===== src/rtl/cla_mul_sequencer.sv =====
// Multi-cycle unsigned 16x16 shift-and-add multiplier (low 16 product bits).
// One 16-bit carry-lookahead adder is reused once per iteration.

module cla4_block (
  input  logic [3:0] i_a,
  input  logic [3:0] i_b,
  input  logic       i_cin,
  output logic [3:0] o_sum,
  output logic       o_g,
  output logic       o_p
);
  logic [3:0] w_g;
  logic [3:0] w_p;
  logic [3:0] w_c;

  assign w_g = i_a & i_b;
  assign w_p = i_a ^ i_b;

  assign w_c[0] = i_cin;
  assign w_c[1] = w_g[0] | (w_p[0] & i_cin);
  assign w_c[2] = w_g[1] | (w_p[1] & w_g[0]) | (w_p[1] & w_p[0] & i_cin);
  assign w_c[3] = w_g[2] | (w_p[2] & w_g[1]) | (w_p[2] & w_p[1] & w_g[0])
                | (w_p[2] & w_p[1] & w_p[0] & i_cin);

  assign o_sum = w_p ^ w_c;
  assign o_g   = w_g[3] | (w_p[3] & w_g[2]) | (w_p[3] & w_p[2] & w_g[1])
               | (w_p[3] & w_p[2] & w_p[1] & w_g[0]);
  assign o_p   = &w_p;
endmodule

module alt_CLA_4_4_4_4_adder (
  input  logic [15:0] i_a,
  input  logic [15:0] i_b,
  input  logic        i_cin,
  output logic [15:0] o_sum,
  output logic        o_cout
);
  logic [3:0] w_gg;
  logic [3:0] w_gp;
  logic [3:0] w_gc;

  // Second-level lookahead: group carries come straight from group generate/propagate.
  assign w_gc[0] = i_cin;
  assign w_gc[1] = w_gg[0] | (w_gp[0] & i_cin);
  assign w_gc[2] = w_gg[1] | (w_gp[1] & w_gg[0]) | (w_gp[1] & w_gp[0] & i_cin);
  assign w_gc[3] = w_gg[2] | (w_gp[2] & w_gg[1]) | (w_gp[2] & w_gp[1] & w_gg[0])
                 | (w_gp[2] & w_gp[1] & w_gp[0] & i_cin);
  assign o_cout  = w_gg[3] | (w_gp[3] & w_gg[2]) | (w_gp[3] & w_gp[2] & w_gg[1])
                 | (w_gp[3] & w_gp[2] & w_gp[1] & w_gg[0])
                 | (w_gp[3] & w_gp[2] & w_gp[1] & w_gp[0] & i_cin);

  for (genvar gi = 0; gi < 4; gi++) begin : g_blk
    cla4_block u_blk (
      .i_a   (i_a[4*gi +: 4]),
      .i_b   (i_b[4*gi +: 4]),
      .i_cin (w_gc[gi]),
      .o_sum (o_sum[4*gi +: 4]),
      .o_g   (w_gg[gi]),
      .o_p   (w_gp[gi])
    );
  end
endmodule

module cla_mul_sequencer #(
  parameter bit EARLY_EXIT = 1'b0
) (
  input  logic        i_clk,
  input  logic        i_reset,
  input  logic        i_start,
  input  logic [15:0] i_a,
  input  logic [15:0] i_b,
  output logic        o_busy,
  output logic        o_done,
  output logic [15:0] o_result
);
  localparam logic [1:0] S_IDLE = 2'd0;
  localparam logic [1:0] S_RUN  = 2'd1;
  localparam logic [1:0] S_DONE = 2'd2;

  logic [1:0]  r_state;
  logic [15:0] r_mcand;
  logic [15:0] r_mplier;
  logic [15:0] r_acc;
  logic [3:0]  r_count;
  logic [15:0] r_result;

  logic [15:0] w_sum;
  logic        w_unused_cout;
  logic [15:0] w_acc_next;
  logic        w_last;

  alt_CLA_4_4_4_4_adder u_adder (
    .i_a    (r_acc),
    .i_b    (r_mcand),
    .i_cin  (1'b0),
    .o_sum  (w_sum),
    .o_cout (w_unused_cout)
  );

  assign w_acc_next = r_mplier[0] ? w_sum : r_acc;
  // Early exit looks at the multiplier as it will be after this edge's shift.
  assign w_last     = (r_count == 4'd15) ||
                      (EARLY_EXIT && (r_mplier[15:1] == 15'd0));

  // Control FSM and datapath registers.
  always_ff @(posedge i_clk) begin
    if (i_reset) begin
      r_state  <= S_IDLE;
      r_mcand  <= 16'h0000;
      r_mplier <= 16'h0000;
      r_acc    <= 16'h0000;
      r_count  <= 4'd0;
      r_result <= 16'h0000;
    end else begin
      case (r_state)
        S_IDLE, S_DONE: begin
          if (i_start) begin
            r_mcand  <= i_a;
            r_mplier <= i_b;
            r_acc    <= 16'h0000;
            r_count  <= 4'd0;
            r_state  <= S_RUN;
          end else begin
            r_state  <= S_IDLE;
          end
        end
        S_RUN: begin
          r_acc    <= w_acc_next;
          r_mcand  <= {r_mcand[14:0], 1'b0};
          r_mplier <= {1'b0, r_mplier[15:1]};
          r_count  <= r_count + 4'd1;
          if (w_last) begin
            r_result <= w_acc_next;
            r_state  <= S_DONE;
          end else begin
            r_state  <= S_RUN;
          end
        end
        default: begin
          r_state <= S_IDLE;
        end
      endcase
    end
  end

  assign o_busy   = (r_state == S_RUN);
  assign o_done   = (r_state == S_DONE);
  assign o_result = r_result;
endmodule


===== config.mk =====
export PLATFORM = sky130hd
export DESIGN_NAME = cla_mul_sequencer
export DESIGN_NICKNAME = d
export VERILOG_FILES = /design/src/rtl/cla_mul_sequencer.sv
export SDC_FILE = /design/constraint.sdc
export NUM_CORES = 1
export LEC_CHECK = 0
export ABC_AREA = 0
export CORE_UTILIZATION = 49
export DETAILED_ROUTE_END_ITERATION = 8
export MAX_ROUTING_LAYER = met4
export PLACE_DENSITY = 0.76
export SYNTH_ARGS = -nofsm -noshare
export SYNTH_HDL_FRONTEND = slang
export SYNTH_SLANG_ARGS = --single-unit

===== constraint.sdc =====
create_clock -name i_clk -period 3 [get_ports i_clk]
set_input_delay 0.3 -clock i_clk [delete_from_list [all_inputs] [get_ports i_clk]]
set_output_delay 0.3 -clock i_clk [all_outputs]
set_load 0.05 [all_outputs]

==> run summary, run 1 <==
outcome = finished, final reports clean
Total Wirelength = 8951 µm
max_slew headroom = 27.30%
Max Clk Rate = 342.1 MHz
PwrDens = 485.9 nW/µm²
Post-synth top cells = dfxtp_1 (70), a21oi_1 (48), nand2_1 (48), nor2_1 (48), a22oi_1 (40)
final worst-path cycle share = 97.43%
Slowest-stage cell, CP = fa_1
setup_tns = 0 ns
Worst EP required = 3.20 ns
Syn Nets = 481
critical path type = flop to flop
I/O Buffers = 52
Gate Count Post-Synth = 426
DIE HEIGHT = 87.07 µm
hold slack = 0.4562 ns
WL/cell = 15.49 µm
Avg Cell Area, Syn = 8.324 µm²
Ant. Diodes = 0
Synth area leader = dfxtp_1
CTS tree = built
sequential area share after synthesis = 39.52%
Overflow after GRT = 0
H-tree depth = 3
Hold Path Class = flop to flop
# clock sinks = 70
Syn Std Cell Area = 3546 µm²
crit end category = flop
vias in the first global route = 3127
Reg clk slew, reported paths = 0.08 ns
skew final = 0.009757 ns
I/O pins = 53
Num CTS Buffers = 9
final net count = 533
HPWL after detailed placement = 6083 µm
CP max stage delay = 0.38 ns
Largest delay share family, worst path = compound AO/OA/AOI/OAI gates
Static Leak = 1.661 nW
async set-or-reset flop fraction in the synthesized netlist = 0%
Clock Latency Late Sink = 0.35 ns
Bufs and invs on worst path = 0
first-pass GRT wire length = 14590 µm
initial antenna violation count = 0
overall power = 0.002177 W
maxcap violations = 0
DR vias/cell = 5.936
final setup vio count = 0
synth top area cells = dfxtp_1 (40%), a22oi_1 (8.5%), a21oi_1 (6.8%)
Die Wd = 87.07 µm
Fin. Hold Viols = 0
clock root cell = clkbuf_8
share of cells above drive strength 1 = 10.37%
Tightest Pin Transition = 1.090 ns
Max clock buf depth = 2
Rows = 30
most frequent cell after synthesis = dfxtp_1
1st-iter DRT viols = 285
prevailing post-synth register cell = dfxtp_1
Die Area = 7580 µm²
Yosys top cell area share = 39.52%
Post-route DRC = 0
Worst IR Drop VDD = 0.2855 mV
Vias = 3431
core box area = 6907 µm²
Yosys Warn Count = 0
Crit Path Max Fanout = 4
Yosys reg bits = 70
Worst Path Arrival = 3.12 ns
drt pass-1 iters = 5
Post-synth EDFFs = 0
Synth cell types = 48
Total GRT Usage = 25.58%
largest net degree at the start of global routing = 63
Final Critical Period = 2.923 ns
Startpoint Class = flop
Layout area overhead = 26.36%
Slew Viols, Final = 0
RePlAce Congestion = 0.8807
critical path, cell by cell = ha_1, a211o_1, a21oi_4, or3_4, a21boi_0, o21a_1, or2_2, fa_1, xnor2_1, a21oi_2, a22oi_1, nor2_1
Final ANT Viol Nets = 0
initial core utilization = 51.34%
## report_power, final
group	leakage (nW)	total, W	switching (W)	internal, W
clock	0.115	0.000917	0.000369	0.000548
sequential	0.571	0.000994	0.0000299	0.000964
combinational	0.975	0.000266	0.000151	0.000115
## final cells by class
cell class	count	area (µm²)
Multi-Input combinational cell	319	2042
Fill cell	609	2426
Clock inverter	6	111.4
Inverter	9	33.78
Tap cell	96	120.1
Timing Repair Buffer	69	643.1
Sequential cell	70	1406
Clock buffer	9	123.9
## worst paths after layout
path	startpoint	endpoint	slack (ns)	cells past startpoint
worst max-delay path	r_mcand[1]	r_acc[13]	0.08	12
worst min register to register	o_result[4]	o_result[4]	0.46	2
worst min-delay path	o_result[4]	o_result[4]	0.46	2
worst max register to register	r_mcand[1]	r_acc[13]	0.08	12
## state kept, by name, indices dropped and copies added, names as in the netlist
register  flops
r_state       2
o_result     16
r_count       4
r_mcand      16
r_acc        16
r_mplier     16
## through the flow
stage / area, µm² / util (%) / instances / setup slack (ns)
after global routing: 4481 / 64.87 / 578 / -0.02684
after global placement: 4187 / 60.62 / 560 / 0.1234
after floorplan: 3546 / - / 426 / 0.1910
final: 4481 / 64.87 / 578 / 0.07724
after detailed placement: 4187 / 60.62 / 560 / 0.03712
after CTS: 4422 / 64.02 / 575 / 0.03083
## cells in the final DEF (no fill, tap or decap), types with 3 or more instances in the layout
master and instances:
buf_4 17, nor2_1 47, nand2b_1 4, nand3_1 5, o21ai_0 13, inv_1 9, a22oi_1 40, bufinv_16 3
clkdlybuf4s50_1 51, nor2b_1 4, dfxtp_2 4, a211o_1 3, and3_1 3, ha_1 15, nor3_1 8, dfxtp_1 66
or3_1 3, clkbuf_8 9, nand2_1 48, nand3b_1 3, a21oi_1 47, xnor2_1 5, fa_1 4, o21a_1 5
a31oi_1 3, mux2i_1 6, o31ai_1 3, a211oi_1 10, o211ai_1 6
## worst min-delay path: stages, from the launching register on
cell and delay (ns):
dfxtp_1 0.31, nand2_1 0.05, a21oi_1 0.05
## repair_timing
action / 4_1_cts / 5_1_grt
setup endpoints to repair: 0 / 6
hold buffers: 0 / 0
setup buffers: 0 / 3
resized for setup: 0 / 10
## cells by family after synthesis
family / share of synthesized area [%]
fa+ha+maj: 7.904
simple gates: 17.85
flops: 39.52
compound gates: 26.99
xor+xnor: 1.482
buf+inv: 3.917
mux: 2.329
## routing by layer
layer	GRT usage (%)	up-vias	share of wire [%]
met3	4.645	24	6.2
li1	-	1652	-
met4	10.76	0	2.7
met5	-	-	0
met1	32.49	1612	45
met2	40.01	143	46
Power figures use the tool's default switching activity.
==> run 2, diff against run 1 <==
--- a/config.mk
+++ b/config.mk
@@ -6,6 +6,7 @@
 export NUM_CORES = 1
 export LEC_CHECK = 0
 export ABC_AREA = 0
+export CAP_MARGIN = 40
 export CORE_UTILIZATION = 49
 export DETAILED_ROUTE_END_ITERATION = 8
 export MAX_ROUTING_LAYER = met4
==> run 2 against run 1 <==
Final cell count rose by 0.17%; via count fell by 0.17%; sequential share of layout area rose by 0.067 points; clock power fell by 4.4%; final area fell by 0.39%; core utilization fell by 0.25 points; register-to-register slack improved by 0.09 ns; combinational power barely moved; critical path type unchanged; critical endpoint is now r_acc[9]; highest routed layer unchanged.
==> run summary, run 2 (synthesized netlist as in run 1, its figures left out) <==
I/O pins = 53 (unchanged)
hold slack = 0.3201 ns (-0.1361 ns)
clock root cell = clkbuf_8
Tightest Pin Transition = 0.7424 ns (-0.3481 ns)
drt pass-1 iters = 5 (unchanged)
crit end category = flop
Final ANT Viol Nets = 0 (unchanged)
Crit Path Max Fanout = 4 (unchanged)
Slew Viols, Final = 0 (unchanged)
commonest non-fill, non-tap cell in the layout = dfxtp_1
WL/cell = 15.38 µm (-0.70%)
Worst EP required = 3.24 ns (+0.04 ns)
RePlAce Congestion = 0.8807 (unchanged)
Die Wd = 87.07 µm (unchanged)
final net count = 533 (unchanged)
Layout area overhead = 25.86%
DIE HEIGHT = 87.07 µm (unchanged)
outcome = finished, final reports clean
skew final = 0.008703 ns (-0.001054 ns)
Worst IR Drop VDD = 0.2819 mV (-1.3%)
Overflow after GRT = 0 (unchanged)
overall power = 0.002139 W (-1.8%)
vias in the first global route = 3124 (-0.096%)
Die Area = 7580 µm² (unchanged)
# clock sinks = 70 (unchanged)
first-pass GRT wire length = 14740 µm (+1.0%)
Num CTS Buffers = 9 (unchanged)
PwrDens = 479.2 nW/µm² (-1.4%)
max_slew headroom = 50.33% (+23 points)
Vias = 3425 (-0.17%)
Total GRT Usage = 26.00% (+0.42 points)
initial antenna violation count = 0 (unchanged)
RSZ-0062 raised after global routing = false
Post-route DRC = 0 (unchanged)
Total Wirelength = 8904 µm (-0.53%)
Rows = 30 (unchanged)
1st-iter DRT viols = 212 (-26%)
Filler Cell Count = 623 (+2.3%)
Final Critical Period = 2.836 ns (-0.08649 ns)
Worst R2R Setup Slack = 0.16 ns (+0.09 ns)
Max Clk Rate = 352.6 MHz (+3.0%)
Ant. Diodes = 0 (unchanged)
largest net degree at the start of global routing = 47 (-25%)
Startpoint Class = flop
Hold Path Class = input pin to flop
H-tree depth = 3 (unchanged)
most frequent cells in the layout = dfxtp_1 (68), clkdlybuf4s50_1 (51), nand2_1 (48)
HPWL after detailed placement = 6183 µm (+1.6%)
initial core utilization = 51.34% (unchanged)
core box area = 6907 µm² (unchanged)
I/O Buffers = 52 (unchanged)
Clock Latency Late Sink = 0.35 ns (about the same)
hold buffers post-CTS = 0 (unchanged)
Max clock buf depth = 2 (unchanged)
Reg clk slew, reported paths = 0.08 ns (about the same)
share of cells above drive strength 1 = 9.524% (-0.85 points)
setup_tns = 0 ns (unchanged)
final worst-path cycle share = 94.54% (-2.9 points)
Worst Path Arrival = 3.08 ns (-0.04 ns)
maxcap violations = 0 (unchanged)
final setup vio count = 0 (unchanged)
DR vias/cell = 5.915 (-0.35%)
critical path type = flop to flop
Fin. Hold Viols = 0 (unchanged)
Static Leak = 1.662 nW (about the same)
CTS tree = built
-- run 2: final cells by class --
type                    count  area (µm²)  area share, %
clock buffers              10       137.6          3.084
clock inverters             6       92.59          2.075
inverters                   9       33.78         0.7569
multi-input cells         319        2019          45.25
flip-flops and latches     70        1404          31.46
well taps                  96       120.1          2.691
repair buffers             69       655.6          14.69
-- run 2: metrics by stage --
stage | worst slack [ns] | cells | util, % | instance area [µm²]
final | 0.1637 | 579 | 64.62 | 4463
after CTS | 0.09136 | 577 | 64.24 | 4437
after detailed placement | 0.1041 | 561 | 60.91 | 4207
after floorplan | 0.1910 | 426 | - | 3546
after global placement | 0.1234 | 560 | 60.62 | 4187
after global routing | 0.005427 | 579 | 64.62 | 4463
-- run 2: worst paths after layout --
kind,from,to,depth (start not counted)
setup / recovery,r_mcand[1],r_acc[9],12
hold reg to reg,o_result[4],o_result[4],2
hold / removal,i_reset,r_mcand[0],2
setup reg to reg,r_mcand[1],r_acc[9],12
-- run 2: what timing repair did --
| action | in CTS | in global routing |
|---|---|---|
| endpoints found under the setup margin | 0 | 4 |
| hold endpoints to repair | 0 | 0 |
| buffers inserted | 0 | 2 |
| resized for setup | 0 | 5 |
-- run 2: report_power, final --
part           internal, W  switching, W
clock network     0.000496      0.000381
logic             0.000116      0.000152
registers         0.000964     0.0000295
total              0.00158      0.000562
-- run 2: routing by layer --
layer  track usage, %  vias to the layer above  part of all wire, %  wire, µm
met5                -                        -                    0         0
met1            32.33                     1612                   46      4069
met3            4.739                       21                  5.3       475
met2            41.30                      138                   47      4141
met4            11.36                        0                  2.4       218
li1                 -                     1654                    -         -
-- run 2: critical path, cell delays in order (launching register included) --
cell and delay [ns]:
dfxtp_1 0.34, ha_1 0.32, a211o_1 0.32, a21oi_4 0.17, buf_4 0.16, nor2_1 0.05
o221ai_1 0.29, nand2b_1 0.13, fa_1 0.41, xnor2_1 0.17, a21oi_1 0.10, a22oi_1 0.21
nor2_1 0.05
==> run 3, diff against run 2 <==
==> constraint.sdc (replaced) <==
create_clock -name i_clk -period 3 [get_ports i_clk]
set_input_delay 0.6 -clock i_clk [delete_from_list [all_inputs] [get_ports i_clk]]
set_output_delay 0.6 -clock i_clk [all_outputs]
set_load 0.05 [all_outputs]
==> run 3 against run 2 <==
Sequential share of layout area rose by 0.16 points; register-to-register slack got worse by 0.03 ns; critical path type unchanged; worst setup slack got worse by 0.027 ns; clock-buffer cell count fell by 1; largest cell class unchanged.
==> run summary, run 3 (synthesized netlist as in run 1, its figures left out) <==
Worst EP required = 3.24 ns (about the same)
vias in the first global route = 3107 (-0.54%)
CTS tree = built
I/O Buffers = 52 (unchanged)
Max Clk Rate = 349.3 MHz (-0.93%)
Overflow after GRT = 0 (unchanged)
Max clock buf depth = 2 (unchanged)
RSZ-0062 raised after global routing = false
commonest non-fill, non-tap cell in the layout = dfxtp_1
first-pass GRT wire length = 14750 µm (about the same)
sequential cell area = 1403 µm² (about the same)
Rows = 30 (unchanged)
RePlAce Congestion = 0.8688 (-1.4%)
Hold Path Class = flop to flop
Layout area overhead = 25.12%
Reg clk slew, reported paths = 0.08 ns (about the same)
final worst-path cycle share = 95.43% (+0.89 points)
maxcap violations = 0 (unchanged)
Filler Cell Count = 633 (+1.6%)
hold buffers post-CTS = 0 (unchanged)
DIE HEIGHT = 87.07 µm (unchanged)
Total GRT Usage = 25.96% (-0.042 points)
initial antenna violation count = 0 (unchanged)
critical path type = flop to flop
FF-to-FF Start = r_mcand[1]
Metal-1 WL = 3964 µm (-2.6%)
H-tree depth = 3 (unchanged)
Tightest Pin Transition = 0.6748 ns (-0.06754 ns)
Worst IR Drop VDD = 0.3332 mV (+18%)
final net count = 531 (-0.38%)
hold path start = o_result[4]
Ant. Diodes = 0 (unchanged)
Worst Setup SP = r_mcand[1]
Vias = 3302 (-3.6%)
Clock Latency Late Sink = 0.35 ns (about the same)
clock root cell = clkbuf_8
non-filler cells in the finished layout = 576 (-0.52%)
I/O pins = 53 (unchanged)
Die Area = 7580 µm² (unchanged)
Die Wd = 87.07 µm (unchanged)
outcome = finished, final reports clean
multi-input logic area = 2042 µm² (+1.1%)
final setup vio count = 0 (unchanged)
core box area = 6907 µm² (unchanged)
max_slew headroom = 53.85% (+3.5 points)
Static Leak = 1.635 nW (-1.6%)
drt pass-1 iters = 4 (-1)
highest routed layer = met4
1st-iter DRT viols = 203 (-4.2%)
Worst Path Arrival = 3.10 ns (+0.02 ns)
crit end category = flop
Fin. Hold Viols = 0 (unchanged)
Total Wirelength = 8894 µm (-0.11%)
setup_tns = 0 ns (unchanged)
DR vias/cell = 5.733 (-3.1%)
Inst Count DP = 560 (-0.18%)
# clock sinks = 70 (unchanged)
Final ANT Viol Nets = 0 (unchanged)
Crit Path Max Fanout = 4 (unchanged)
Slew Viols, Final = 0 (unchanged)
skew final = 0.01146 ns (+0.002759 ns)
most frequent cells in the layout = dfxtp_1 (69), clkdlybuf4s50_1 (50), nand2_1 (48)
met3 WL post-DR = 619 µm (+30%)
metal2 WL = 4197 µm (+1.4%)
Num CTS Buffers = 9 (unchanged)
HPWL after detailed placement = 6172 µm (-0.18%)
Post-route DRC = 0 (unchanged)
initial core utilization = 51.34% (unchanged)
PwrDens = 453.4 nW/µm² (-5.4%)
largest net degree at the start of global routing = 49 (+4.3%)
Startpoint Class = flop
share of cells above drive strength 1 = 9.583% (+0.060 points)
Final Critical Period = 2.863 ns (+0.02661 ns)
WL/cell = 15.44 µm (+0.41%)
run 3: cell count changes in the layout (fill, tap and decap cells not counted), sizes merged:
cell           previous run  this run
clkinv                    0         3
inv                      11         9
buf                      18        17
bufinv                    2         1
clkbuf                   10         9
clkdlybuf4s50            51        50
run 3: final timing paths:
path / to / slack, ns / depth (start not counted)
worst max-delay path: r_acc[13] / 0.14 / 12
worst min-delay path: o_result[4] / 0.46 / 2
worst min register to register: o_result[4] / 0.46 / 2
worst max register to register: r_acc[13] / 0.14 / 12
run 3: metrics by stage:
step | setup WS (ns) | utilization, % | hold slack (ns) | total power [W] | area [µm²]
3_3_place_gp | 0.1289 | 60.65 | 0.4425 | 0.001269 | 4189
4_1_cts | 0.06774 | 63.66 | 0.4626 | 0.002015 | 4397
3_5_place_dp | 0.08255 | 60.94 | 0.4520 | 0.001280 | 4209
5_1_grt | 0.004764 | 64.24 | 0.4778 | 0.002100 | 4437
2_1_floorplan | 0.1910 | - | 0.4368 | 0.001170 | 3546
6_report | 0.1371 | 64.24 | 0.4595 | 0.002012 | 4437
run 3: critical path, cell delays in order (launching register included):
cell and delay (ns):
dfxtp_2 0.35, ha_1 0.31, a211o_1 0.35, a21oi_4 0.17
or3_4 0.16, a21boi_0 0.10, o21a_1 0.20, or2_2 0.28
fa_1 0.38, xnor2_1 0.20, a21oi_2 0.08, a22oi_1 0.14
nor2_1 0.06
run 3: layer usage:
| metal | vias to the layer above | GRT usage, % |
|---|---|---|
| met5 | - | - |
| met4 | 0 | 7.576 |
| met3 | 9 | 5.403 |
| met2 | 122 | 41.66 |
| met1 | 1524 | 32.96 |
| li1 | 1647 | - |
run 3: final cells by class:
cell class | instances | area share (%)
Clock buffer | 9 | 2.792
Clock inverter | 6 | 1.438
Tap cell | 96 | 2.707
Multi-Input combinational cell | 319 | 46.02
Sequential cell | 70 | 31.61
Timing Repair Buffer | 67 | 14.66
Inverter | 9 | 0.7614
run 3: power breakdown:
part	total (W)	leakage (nW)	internal (W)	switching, W
registers	0.000995	0.570	0.000964	0.0000309
clock network	0.000745	0.0911	0.000378	0.000368
logic	0.000272	0.974	0.000119	0.000153
run 3: timing repair:
action / 4_1_cts / 5_1_grt
resized for setup: 0 / 6
endpoints found under the setup margin: 0 / 5
setup buffers: 0 / 1
hold endpoints to repair: 0 / 0
